`src/rtl/rx_correlator_ctrl_if.sv`:
```
// rx_correlator_ctrl_if: detection report channel from the correlator controller to the symbol decoder.
//   odet_valid      report valid (master -> slave)
//   idet_ready      decoder accepts the report (slave -> master)
//   odet_index      winning sequence index
//   odet_mag        winning magnitude
//   odet_sign       1 = positive winning correlation
//   odet_hit        report qualifies as a detection
//   odet_second_mag second-best magnitude (only with RX_CORR_CTRL_PEAK_RATIO_EN defined)
interface rx_correlator_ctrl_if #(
    parameter int IW = 4,
    parameter int MW = 40
);
    logic          odet_valid;
    logic          idet_ready;
    logic [IW-1:0] odet_index;
    logic [MW-1:0] odet_mag;
    logic          odet_sign;
    logic          odet_hit;
`ifdef RX_CORR_CTRL_PEAK_RATIO_EN
    logic [MW-1:0] odet_second_mag;
`endif

    modport master (
        output odet_valid, odet_index, odet_mag, odet_sign, odet_hit,
`ifdef RX_CORR_CTRL_PEAK_RATIO_EN
        output odet_second_mag,
`endif
        input  idet_ready
    );

    modport slave (
        input  odet_valid, odet_index, odet_mag, odet_sign, odet_hit,
`ifdef RX_CORR_CTRL_PEAK_RATIO_EN
        input  odet_second_mag,
`endif
        output idet_ready
    );
endinterface

```
`src/rtl/rx_correlator_ctrl.sv`:
```
// rx_correlator_ctrl: triggers the correlator bank, waits out accumulation, scans all sequences for the strongest peak and reports it.
//   crx_clk / rrx_rst  clock, synchronous active-high reset
//   erx_en             enable; low behaves as reset
//   isample_valid      new sample window pulse
//   onew_sample_trig   one-clock trigger to the correlator
//   oseq_sel           result mux select (0 outside the scan)
//   icorr_value        signed correlation of oseq_sel (same cycle)
//   ithreshold         magnitude detection threshold
//   obusy              controller not idle
//   ooverrun           sticky dropped-sample flag, cleared by iclr_overrun
//   det                report channel (rx_correlator_ctrl_if master)
//   Optional: define RX_CORR_CTRL_PEAK_RATIO_EN to also require best >= 2*second-best and export odet_second_mag.
module rx_correlator_ctrl #(
    parameter int SEQ_COUNT  = 16,
    parameter int CORR_WIDTH = 41,
    parameter int ACC_CYCLES = 64
) (
    input  logic                         crx_clk,
    input  logic                         rrx_rst,
    input  logic                         erx_en,
    input  logic                         isample_valid,
    output logic                         onew_sample_trig,
    output logic [$clog2(SEQ_COUNT)-1:0] oseq_sel,
    input  logic signed [CORR_WIDTH-1:0] icorr_value,
    input  logic [CORR_WIDTH-2:0]        ithreshold,
    output logic                         obusy,
    output logic                         ooverrun,
    input  logic                         iclr_overrun,
    rx_correlator_ctrl_if.master         det
);
    localparam int IW = $clog2(SEQ_COUNT);
    localparam int MW = CORR_WIDTH - 1;
    localparam int CW = ACC_CYCLES > 1 ? $clog2(ACC_CYCLES) : 1;

    typedef enum logic [2:0] {IDLE, TRIG, ACCUM, SCAN, DECIDE, REPORT} state_t;

    state_t          state_q, state_d;
    logic [CW-1:0]   cnt_q, cnt_d;
    logic [IW-1:0]   sel_q, sel_d, best_idx_q, best_idx_d;
    logic [MW-1:0]   best_mag_q, best_mag_d, cur_mag;
    logic            best_sign_q, best_sign_d, hit_q, hit_d, ovr_q, ovr_d;
    logic            trig_q, trig_d, valid_q, valid_d, busy_q, busy_d;
    logic [CORR_WIDTH-1:0] neg_v;
    logic            thr_ok;
    logic            first, last;
`ifdef RX_CORR_CTRL_PEAK_RATIO_EN
    logic [MW-1:0]   second_q, second_d;
    logic            ratio_ok;
`endif

    // Negating the most negative value overflows into the top bit; that single case saturates.
    assign neg_v   = -icorr_value;
    assign cur_mag = !icorr_value[CORR_WIDTH-1] ? icorr_value[MW-1:0] :
                     neg_v[CORR_WIDTH-1] ? '1 : neg_v[MW-1:0];
    assign first   = sel_q == '0;
    assign last    = sel_q == IW'(SEQ_COUNT - 1);
    assign thr_ok  = best_mag_q >= ithreshold;
`ifdef RX_CORR_CTRL_PEAK_RATIO_EN
    // One extra bit keeps 2*second from wrapping.
    assign ratio_ok = {1'b0, best_mag_q} >= {second_q, 1'b0};
`endif

    always_comb begin
        state_d     = state_q;
        cnt_d       = cnt_q;
        sel_d       = sel_q;
        best_idx_d  = best_idx_q;
        best_mag_d  = best_mag_q;
        best_sign_d = best_sign_q;
        hit_d       = hit_q;
`ifdef RX_CORR_CTRL_PEAK_RATIO_EN
        second_d    = second_q;
`endif
        ovr_d       = (isample_valid && state_q != IDLE) ? 1'b1 : iclr_overrun ? 1'b0 : ovr_q;
        case (state_q)
            IDLE:    state_d = isample_valid ? TRIG : IDLE;
            TRIG: begin
                cnt_d   = CW'(ACC_CYCLES - 1);
                state_d = ACCUM;
            end
            ACCUM: begin
                cnt_d   = cnt_q - 1'b1;
                state_d = cnt_q == '0 ? SCAN : ACCUM;
            end
            SCAN: begin
                // Strict compare keeps the lowest index on ties; index 0 seeds the search.
                if (first || cur_mag > best_mag_q) begin
                    best_idx_d  = sel_q;
                    best_mag_d  = cur_mag;
                    best_sign_d = ~icorr_value[CORR_WIDTH-1];
`ifdef RX_CORR_CTRL_PEAK_RATIO_EN
                    second_d    = first ? '0 : best_mag_q;
`endif
                end
`ifdef RX_CORR_CTRL_PEAK_RATIO_EN
                else if (cur_mag > second_q) begin
                    second_d = cur_mag;
                end
`endif
                sel_d   = last ? '0 : sel_q + 1'b1;
                state_d = last ? DECIDE : SCAN;
            end
            DECIDE: begin
`ifdef RX_CORR_CTRL_PEAK_RATIO_EN
                hit_d   = thr_ok && ratio_ok;
`else
                hit_d   = thr_ok;
`endif
                state_d = REPORT;
            end
            REPORT:  state_d = det.idet_ready ? IDLE : REPORT;
            default: state_d = IDLE;
        endcase
        trig_d  = state_d == TRIG;
        valid_d = state_d == REPORT;
        busy_d  = state_d != IDLE;
    end

    always_ff @(posedge crx_clk) begin
        if (rrx_rst || !erx_en) begin
            state_q     <= IDLE;
            cnt_q       <= '0;
            sel_q       <= '0;
            best_idx_q  <= '0;
            best_mag_q  <= '0;
            best_sign_q <= 1'b0;
            hit_q       <= 1'b0;
            ovr_q       <= 1'b0;
            trig_q      <= 1'b0;
            valid_q     <= 1'b0;
            busy_q      <= 1'b0;
`ifdef RX_CORR_CTRL_PEAK_RATIO_EN
            second_q    <= '0;
`endif
        end else begin
            state_q     <= state_d;
            cnt_q       <= cnt_d;
            sel_q       <= sel_d;
            best_idx_q  <= best_idx_d;
            best_mag_q  <= best_mag_d;
            best_sign_q <= best_sign_d;
            hit_q       <= hit_d;
            ovr_q       <= ovr_d;
            trig_q      <= trig_d;
            valid_q     <= valid_d;
            busy_q      <= busy_d;
`ifdef RX_CORR_CTRL_PEAK_RATIO_EN
            second_q    <= second_d;
`endif
        end
    end

    assign onew_sample_trig = trig_q;
    assign oseq_sel         = sel_q;
    assign obusy            = busy_q;
    assign ooverrun         = ovr_q;
    assign det.odet_valid   = valid_q;
    assign det.odet_index   = best_idx_q;
    assign det.odet_mag     = best_mag_q;
    assign det.odet_sign    = best_sign_q;
    assign det.odet_hit     = hit_q;
`ifdef RX_CORR_CTRL_PEAK_RATIO_EN
    assign det.odet_second_mag = second_q;
`endif
endmodule

```
`src/flat_wrapper.sv`:
```
// flat-port wrapper written by rule: the top's interface ports become plain ports
module rx_correlator_ctrl_flat 
#(
    parameter int SEQ_COUNT  = 16,
    parameter int CORR_WIDTH = 41,
    parameter int ACC_CYCLES = 64
)
  (crx_clk, rrx_rst, erx_en, isample_valid, onew_sample_trig, oseq_sel, icorr_value, ithreshold, obusy, ooverrun, iclr_overrun, det_odet_valid, det_odet_index, det_odet_mag, det_odet_sign, det_odet_hit, det_idet_ready);
  rx_correlator_ctrl_if det_i ();
  input  logic crx_clk;
  input  logic rrx_rst;
  input  logic erx_en;
  input  logic isample_valid;
  output logic onew_sample_trig;
  output logic [$clog2(SEQ_COUNT)-1:0] oseq_sel;
  input  logic signed [CORR_WIDTH-1:0] icorr_value;
  input  logic [CORR_WIDTH-2:0] ithreshold;
  output logic obusy;
  output logic ooverrun;
  input  logic iclr_overrun;
  output wire logic [$bits(det_i.odet_valid)-1:0] det_odet_valid;
  output wire logic [$bits(det_i.odet_index)-1:0] det_odet_index;
  output wire logic [$bits(det_i.odet_mag)-1:0] det_odet_mag;
  output wire logic [$bits(det_i.odet_sign)-1:0] det_odet_sign;
  output wire logic [$bits(det_i.odet_hit)-1:0] det_odet_hit;
  input wire logic [$bits(det_i.idet_ready)-1:0] det_idet_ready;
  assign det_odet_valid = det_i.odet_valid;
  assign det_odet_index = det_i.odet_index;
  assign det_odet_mag = det_i.odet_mag;
  assign det_odet_sign = det_i.odet_sign;
  assign det_odet_hit = det_i.odet_hit;
  assign det_i.idet_ready = det_idet_ready;
  rx_correlator_ctrl #(.SEQ_COUNT(SEQ_COUNT), .CORR_WIDTH(CORR_WIDTH), .ACC_CYCLES(ACC_CYCLES)) u_core (.crx_clk(crx_clk), .rrx_rst(rrx_rst), .erx_en(erx_en), .isample_valid(isample_valid), .onew_sample_trig(onew_sample_trig), .oseq_sel(oseq_sel), .icorr_value(icorr_value), .ithreshold(ithreshold), .obusy(obusy), .ooverrun(ooverrun), .iclr_overrun(iclr_overrun), .det(det_i));
endmodule
```
`config.mk`:
```
export PLATFORM = sky130hd
export DESIGN_NAME = rx_correlator_ctrl_flat
export DESIGN_NICKNAME = d
export VERILOG_FILES = /design/src/rtl/rx_correlator_ctrl_if.sv /design/src/rtl/rx_correlator_ctrl.sv /design/src/flat_wrapper.sv
export SDC_FILE = /design/constraint.sdc
export NUM_CORES = 1
export LEC_CHECK = 0
export ABC_AREA = 1
export ABC_CLOCK_PERIOD_IN_PS = 6100
export CORE_UTILIZATION = 45
export DETAILED_ROUTE_END_ITERATION = 6
export GPL_TIMING_DRIVEN = 0
export PLACE_DENSITY = 0.77
export RECOVER_POWER = 25
export SYNTH_ARGS = -nofsm -noshare
export SYNTH_HDL_FRONTEND = slang
export SYNTH_SLANG_ARGS = --single-unit
```
`constraint.sdc`:
```
create_clock -name crx_clk -period 6.1 [get_ports crx_clk]
set_input_delay 0.915 -clock crx_clk [delete_from_list [all_inputs] [get_ports crx_clk]]
set_output_delay 0.915 -clock crx_clk [all_outputs]
set_load 0.03 [all_outputs]
```
-- Word level (Yosys, flattened, before mapping)
Cells that the tools add are included.
- multiplexer cells: 11
- order comparisons: 2
- equality and inequality tests: 8
- bitwise gates (word level): 1
- reduce and logical (&&, ||, !) cells: 12
- add/subtract/negate cells: 3
- operator list (kind ; count):
    $mux 40 ; 2
    $neg 41->41 ; 1
    $ge 40x40->1 ; 1
    $gt 40x40->1 ; 1
    $pmux 3 s6 ; 1
    $pmux 6 s2 ; 1
    $eq 3x3->1 const B ; 3
    $eq 3x1->1 const B ; 2
    $eq 3x2->1 const B ; 2
    $logic_not 6->1 ; 1
    $mux 3 ; 2
    $reduce_bool 3->1 ; 2
    $sub 6x1->6 const B ; 1
    $add 4x1->4 const B ; 1
    $eq 4x4->1 const B ; 1
    $logic_not 4->1 ; 1
    $mux 1 ; 4
    $mux 4 ; 1
    $reduce_bool 2->1 ; 2
    $logic_not 3->1 ; 1
    $logic_or 1x1->1 ; 2
    $reduce_and 2->1 ; 1
    $logic_and 1x1->1 ; 1
    $logic_not 1->1 ; 1
    $not 1->1 ; 1
- output and inout port bits: 54
- word-level logic and storage cells: 48
- bits in registers: 63

-- Longest topological paths before layout
- word-level depth: 6
- depth in mapped cells: 29
- depth with buffers taken out: 27

-- Worst setup path after synthesis
No wires, ideal clock.
- kind: input to register
- from: input port icorr_value[0]
- to: register u_core.best_mag_q[16], in the netlist u_core.det.odet_mag[16]
- path slack: 2.516 ns
- data arrival time: 3.469 ns
- required time: 5.984 ns
- cell stages on the path: 23
- library setup time: 0.116 ns
- path through: inv_1 ha_1 nand3_2 nor2_8 nand4_1 o21ai_1 a21oi_1 nor2_1 inv_1 ha_1 nand2_1 inv_1 nand3_1 nor2b_1 nand2_1 nor2_2 nand3_1 nand2_2 nand2_4 buf_8 buf_12 a21oi_1 nor2_1
- word-level cells in the longest chain between the ends: 6
- ends and longest elaborated chain (what ; line ; source):
    start: declaration ; flat_wrapper.sv:16 ; input logic signed [CORR_WIDTH-1:0] icorr_value;
    $neg 41->41 ; rx_correlator_ctrl.sv:52 ; assign neg_v = -icorr_value;
    $mux 40 ; rx_correlator_ctrl.sv:54 ; neg_v[CORR_WIDTH-1] ? '1 : neg_v[MW-1:0];
    $mux 40 ; rx_correlator_ctrl.sv:53 ; assign cur_mag = !icorr_value[CORR_WIDTH-1] ? icorr_value[MW-1:0] :
    via u_core.cur_mag[34] ; rx_correlator_ctrl.sv:40 ; logic [MW-1:0] best_mag_q, best_mag_d, cur_mag;
    $gt 40x40->1 ; rx_correlator_ctrl.sv:87 ; if (first || cur_mag > best_mag_q) begin
    $logic_or 1x1->1 ; rx_correlator_ctrl.sv:87 ;
    $reduce_and 2->1 (no line) ; n/a ;
    end signal: assignment ; rx_correlator_ctrl.sv:140 ; best_mag_q <= best_mag_d;
    end: declaration ; rx_correlator_ctrl.sv:40 ;
The timed path passes the listed nets, and every way through them passes these cells.
A chain may end at the register's enable or synchronous reset.

-- Final worst setup path
- from: input port icorr_value[0]
- to: register u_core.best_sign_q, in the netlist u_core.det.odet_sign
- word-level cells in the longest chain between the ends: 6
- ends and longest elaborated chain (what ; line ; source):
    $neg 41->41 ; rx_correlator_ctrl.sv:52 ;
    $mux 40 ; rx_correlator_ctrl.sv:54 ;
    $mux 40 ; rx_correlator_ctrl.sv:53 ;
    via u_core.cur_mag[34] ; rx_correlator_ctrl.sv:40 ;
    $gt 40x40->1 ; rx_correlator_ctrl.sv:87 ;
    $logic_or 1x1->1 ; rx_correlator_ctrl.sv:87 ;
    $reduce_and 2->1 (no line) ; n/a ;
    end signal: assignment ; rx_correlator_ctrl.sv:141 ; best_sign_q <= best_sign_d;
    end: declaration ; rx_correlator_ctrl.sv:41 ; logic best_sign_q, best_sign_d, hit_q, hit_d, ovr_q, ovr_d;
The timed path passes the listed nets, and every way through them passes these cells.

==> results.py <==
metrics = {
    "die": {
        "die_w_um": 122.4,
        "dieArea_um2": 14990,
        "io_pins": 141,
        "row_count": 43,
        "die_y_um": 122.4,
        "initial_utilization_pct": 46.65,
        "core_um2": 13990,
    },
    "timing": {
        "setup-tns-final_ns": 0,
        "maxSlewViolCount": 0,
        "tightest_slew_ns": 0.7132,
        "post-route-period-util_pct": 73.98,
        "relSlewSlack_pct": 52.27,
        "setup_violations": 0,
        "finalCriticalPeriod_ns": 4.513,
        "clock_skew_ns": 0.008602,
        "rsz0062_at_grt": "no",
        "hold_viol": 0,
        "fmax_ghz": 0.2216,
    },
    "global_route": {
        "track_usage_pct": 25.34,
        "antenna_found_initial": 0,
        "grt_pass1_wl_um": 29790,
        "grt_max_degree": 14,
        "grt_pass1_vias": 6495,
        "grt.overflow.total": 0,
    },
    "cells_and_area": {
        "nets": 1384,
        "finalNonFillerCells": 1397,
        "antenna_cells": 0,
        "drive_gt1_share_pct": 6.984,
        "fillers": 1367,
        "syn_to_final_growth_pct": 29.07,
    },
    "hold_path": {
        "whs_path_depth": 1,
        "hold_start": "u_core.cnt_q[0]",
        "whs_endpoint": "u_core.cnt_q[0]",
        "hp-class": "flop to flop",
    },
    "logic_synthesis": {
        "async_flop_share_pct": 0,
        "synthAdderAreaFrac_pct": 16.30,
        "synth_seq_area_share_pct": 19.33,
        "ys_ff_latch": 63,
        "mappedNetlistArea_um2": 6525,
        "synth_edf_count": 0,
        "yosysWarningCount": 0,
        "synth_top_family_by_area": "simple AND/OR/NAND/NOR gates",
        "yosys.area_share.simple_pct": 35.44,
        "synth.distinct_cells": 45,
        "synthMuxAreaShare_pct": 0,
        "synth_fp_nets": 1234,
        "avgSynthCellArea_um2": 6.144,
        "synth-compound-area-share_pct": 11.60,
        "synth_ff_type": "dfxtp_1",
        "synthCells": 1062,
        "synth_xor_area_share_pct": 2.953,
    },
    "clock_network": {
        "tritoncts": "yes",
        "clk_pin_slew_ns": 0.06,
        "clk-insertion-delay-late_ns": 0.34,
        "cts_resized": 0,
        "clock_sinks": 63,
        "cts_buffer_depth": 2,
        "hold_buffers": 0,
        "cts_setup_buffers": 0,
        "root_buffer": "clkbuf_16",
        "cts_buffers": 9,
        "ctsHtreeMaxLevel": 3,
    },
    "detailed_routing": {
        "drtAntennaViolNets": 0,
        "firstDrtPassIters": 5,
        "via_per_inst": 5.009,
        "drt_iter0_markers": 392,
        "wl_per_cell_um": 13.16,
        "num_vias": 6998,
        "drc_errors": 0,
        "totalWireLength_um": 18390,
    },
    "power_and_ir_drop": {
        "p_leak_nw": 4.053,
        "p_int_mw": 0.8224,
        "pwr-share-clk_pct": 41.4,
        "powerDensity_nw_per_um2": 142.4,
        "vdd_ir_drop_max_mv": 0.1074,
        "netSwitchingPower_mw": 0.3767,
        "swShare_pct": 31.41,
        "combPwrFrac_pct": 23.7,
        "pwr-share-seq_pct": 34.9,
    },
    "setup_path": {
        "reg2reg_depth": 15,
        "r2r_slack_ns": 3.55,
        "critPathKind": "input pin to flop",
        "crit_fanout": 10,
        "end_kind": "flop",
        "rr_startpoint": "u_core.det.odet_mag[38]",
        "required_ns": 6.33,
        "start_kind": "input pin",
        "critPathArrivalTime_ns": 4.75,
        "reg2reg_to": "u_core.det.odet_sign",
    },
    "place": {
        "finalWeightedCongestion": 0.9156,
        "portBuffers": 139,
        "dp_cells": 1381,
        "hpwl_um": 14740,
    },
    "run": {
        "drv_cap": 0,
    },
    "outcome": {
        "status": "finished, final reports clean",
    },
}
==> logic make-up after synthesis <==
kind of cell,count (synthesis)
buffers and inverters,230
adder cells (fa/ha/maj),85
flip-flops,63
XOR/XNOR,22
AO/OA/AOI/OAI,128
AND/OR/NAND/NOR,534
==> worst max-delay path by stage <==
stage	start	to	slack, ns	depth (start not counted)
2_1_floorplan	icorr_value[0]	u_core.det.odet_mag[16]	2.52	23
3_3_place_gp	icorr_value[0]	u_core.det.odet_sign	1.32	25
3_5_place_dp	icorr_value[0]	u_core.det.odet_sign	1.30	25
4_1_cts	icorr_value[0]	u_core.det.odet_sign	1.62	25
5_1_grt	icorr_value[0]	u_core.det.odet_sign	1.28	25
6_report	icorr_value[0]	u_core.det.odet_sign	1.59	25
==> power by group through the flow <==
stage          sequential [mW]  combinational, mW  clock [mW]
2_1_floorplan            0.429              0.169           0
4_1_cts                  0.418              0.284       0.498
3_5_place_dp             0.427              0.282           0
3_3_place_gp             0.427              0.276           0
6_report                 0.418              0.284       0.497
5_1_grt                  0.418              0.322       0.519
==> metrics by stage <==
stage / util [%] / power (mW) / instance area (um^2) / hold WS (ns) / setup WS, ns
2_1_floorplan: - / 0.5979 / 6525 / 0.4226 / 2.516
3_3_place_gp: 58.20 / 0.7031 / 8142 / 0.4350 / 1.324
3_5_place_dp: 58.20 / 0.7089 / 8142 / 0.4545 / 1.297
4_1_cts: 60.21 / 1.200 / 8422 / 0.4632 / 1.617
5_1_grt: 60.21 / 1.259 / 8422 / 0.4793 / 1.284
6_report: 60.21 / 1.199 / 8422 / 0.4599 / 1.587
==> cells in the final DEF, fill, tap and decap left out, types with 3 or more instances in the layout <==
cell type,instances
a21o_1,3
a21oi_1,64
a21oi_2,19
a31oi_1,3
buf_2,9
clkbuf_1,14
clkbuf_16,9
clkdlybuf4s50_1,119
dfxtp_1,63
dlygate4sd3_1,20
ha_1,85
inv_1,194
inv_2,5
inv_6,3
nand2_1,226
nand2_2,4
nand3_1,79
nand3_2,3
nand4_1,18
nor2_1,165
nor2_2,11
nor3_1,11
o21ai_0,27
xnor2_1,3
xor2_1,19
==> area by class of cell <==
class	count	area (um^2)	share of cell area [%]
sequential	63	1261	14.98
timing repair buffer	139	1391	16.52
tap	180	225.2	2.674
clock inverter	7	55.05	0.6537
buffer	30	185.2	2.199
clock buffer	9	225.2	2.674
multi-input combinational	769	4325	51.36
inverter	200	753.2	8.944
==> Yosys cell counts, types with 3 or more instances <==
cell / count / area share, %
nand2_1: 226 / 13
inv_1: 194 / 11
nor2_1: 165 / 9.5
ha_1: 85 / 16
nand3_1: 79 / 6.1
a21oi_1: 64 / 4.9
dfxtp_1: 63 / 19
o21ai_0: 27 / 2.1
a21oi_2: 19 / 2.6
xor2_1: 19 / 2.6
nand4_1: 18 / 1.7
clkbuf_1: 14 / 0.81
nor2_2: 11 / 1.1
nor3_1: 11 / 0.84
buf_2: 9 / 0.69
inv_2: 5 / 0.29
nand2_2: 4 / 0.38
a21o_1: 3 / 0.35
a31oi_1: 3 / 0.29
nand3_2: 3 / 0.46
xnor2_1: 3 / 0.40
==> registers in the layout, indices dropped and copies added, names as in the netlist <==
signal / count
u_core.cnt_q: 6
u_core.onew_sample_trig: 1
u_core.det.odet_valid: 1
u_core.det.odet_sign: 1
u_core.state_q: 3
u_core.det.odet_hit: 1
u_core.oseq_sel: 4
u_core.obusy: 1
u_core.ooverrun: 1
u_core.det.odet_mag: 40
u_core.det.odet_index: 4
==> critical path: stages <==
cell	delay [ns]
clkdlybuf4s50_1	0.46
inv_1	0.11
ha_1	0.19
nand3_2	0.16
nor2_8	0.20
nand4_1	0.19
o21ai_1	0.31
a21oi_1	0.10
nor2_1	0.25
inv_1	0.08
ha_1	0.27
nand2_1	0.05
inv_1	0.06
nand3_1	0.06
nor2b_1	0.21
nand2_1	0.17
nor2_2	0.13
nand2_1	0.06
nand3_1	0.09
nand2_2	0.07
nand2_4	0.12
buf_2	0.24
nand3_1	0.11
nand2_1	0.09
nor2_1	0.04
==> metal layers <==
metal	vias up	global-route usage, %	part of all wire [%]
met4	0	10.52	2.9
met1	3105	31.52	45
met2	204	43.36	46
met5	-	0	0
li1	3654	-	-
met3	35	3.810	5.5
(Power assumes the default switching activity.)
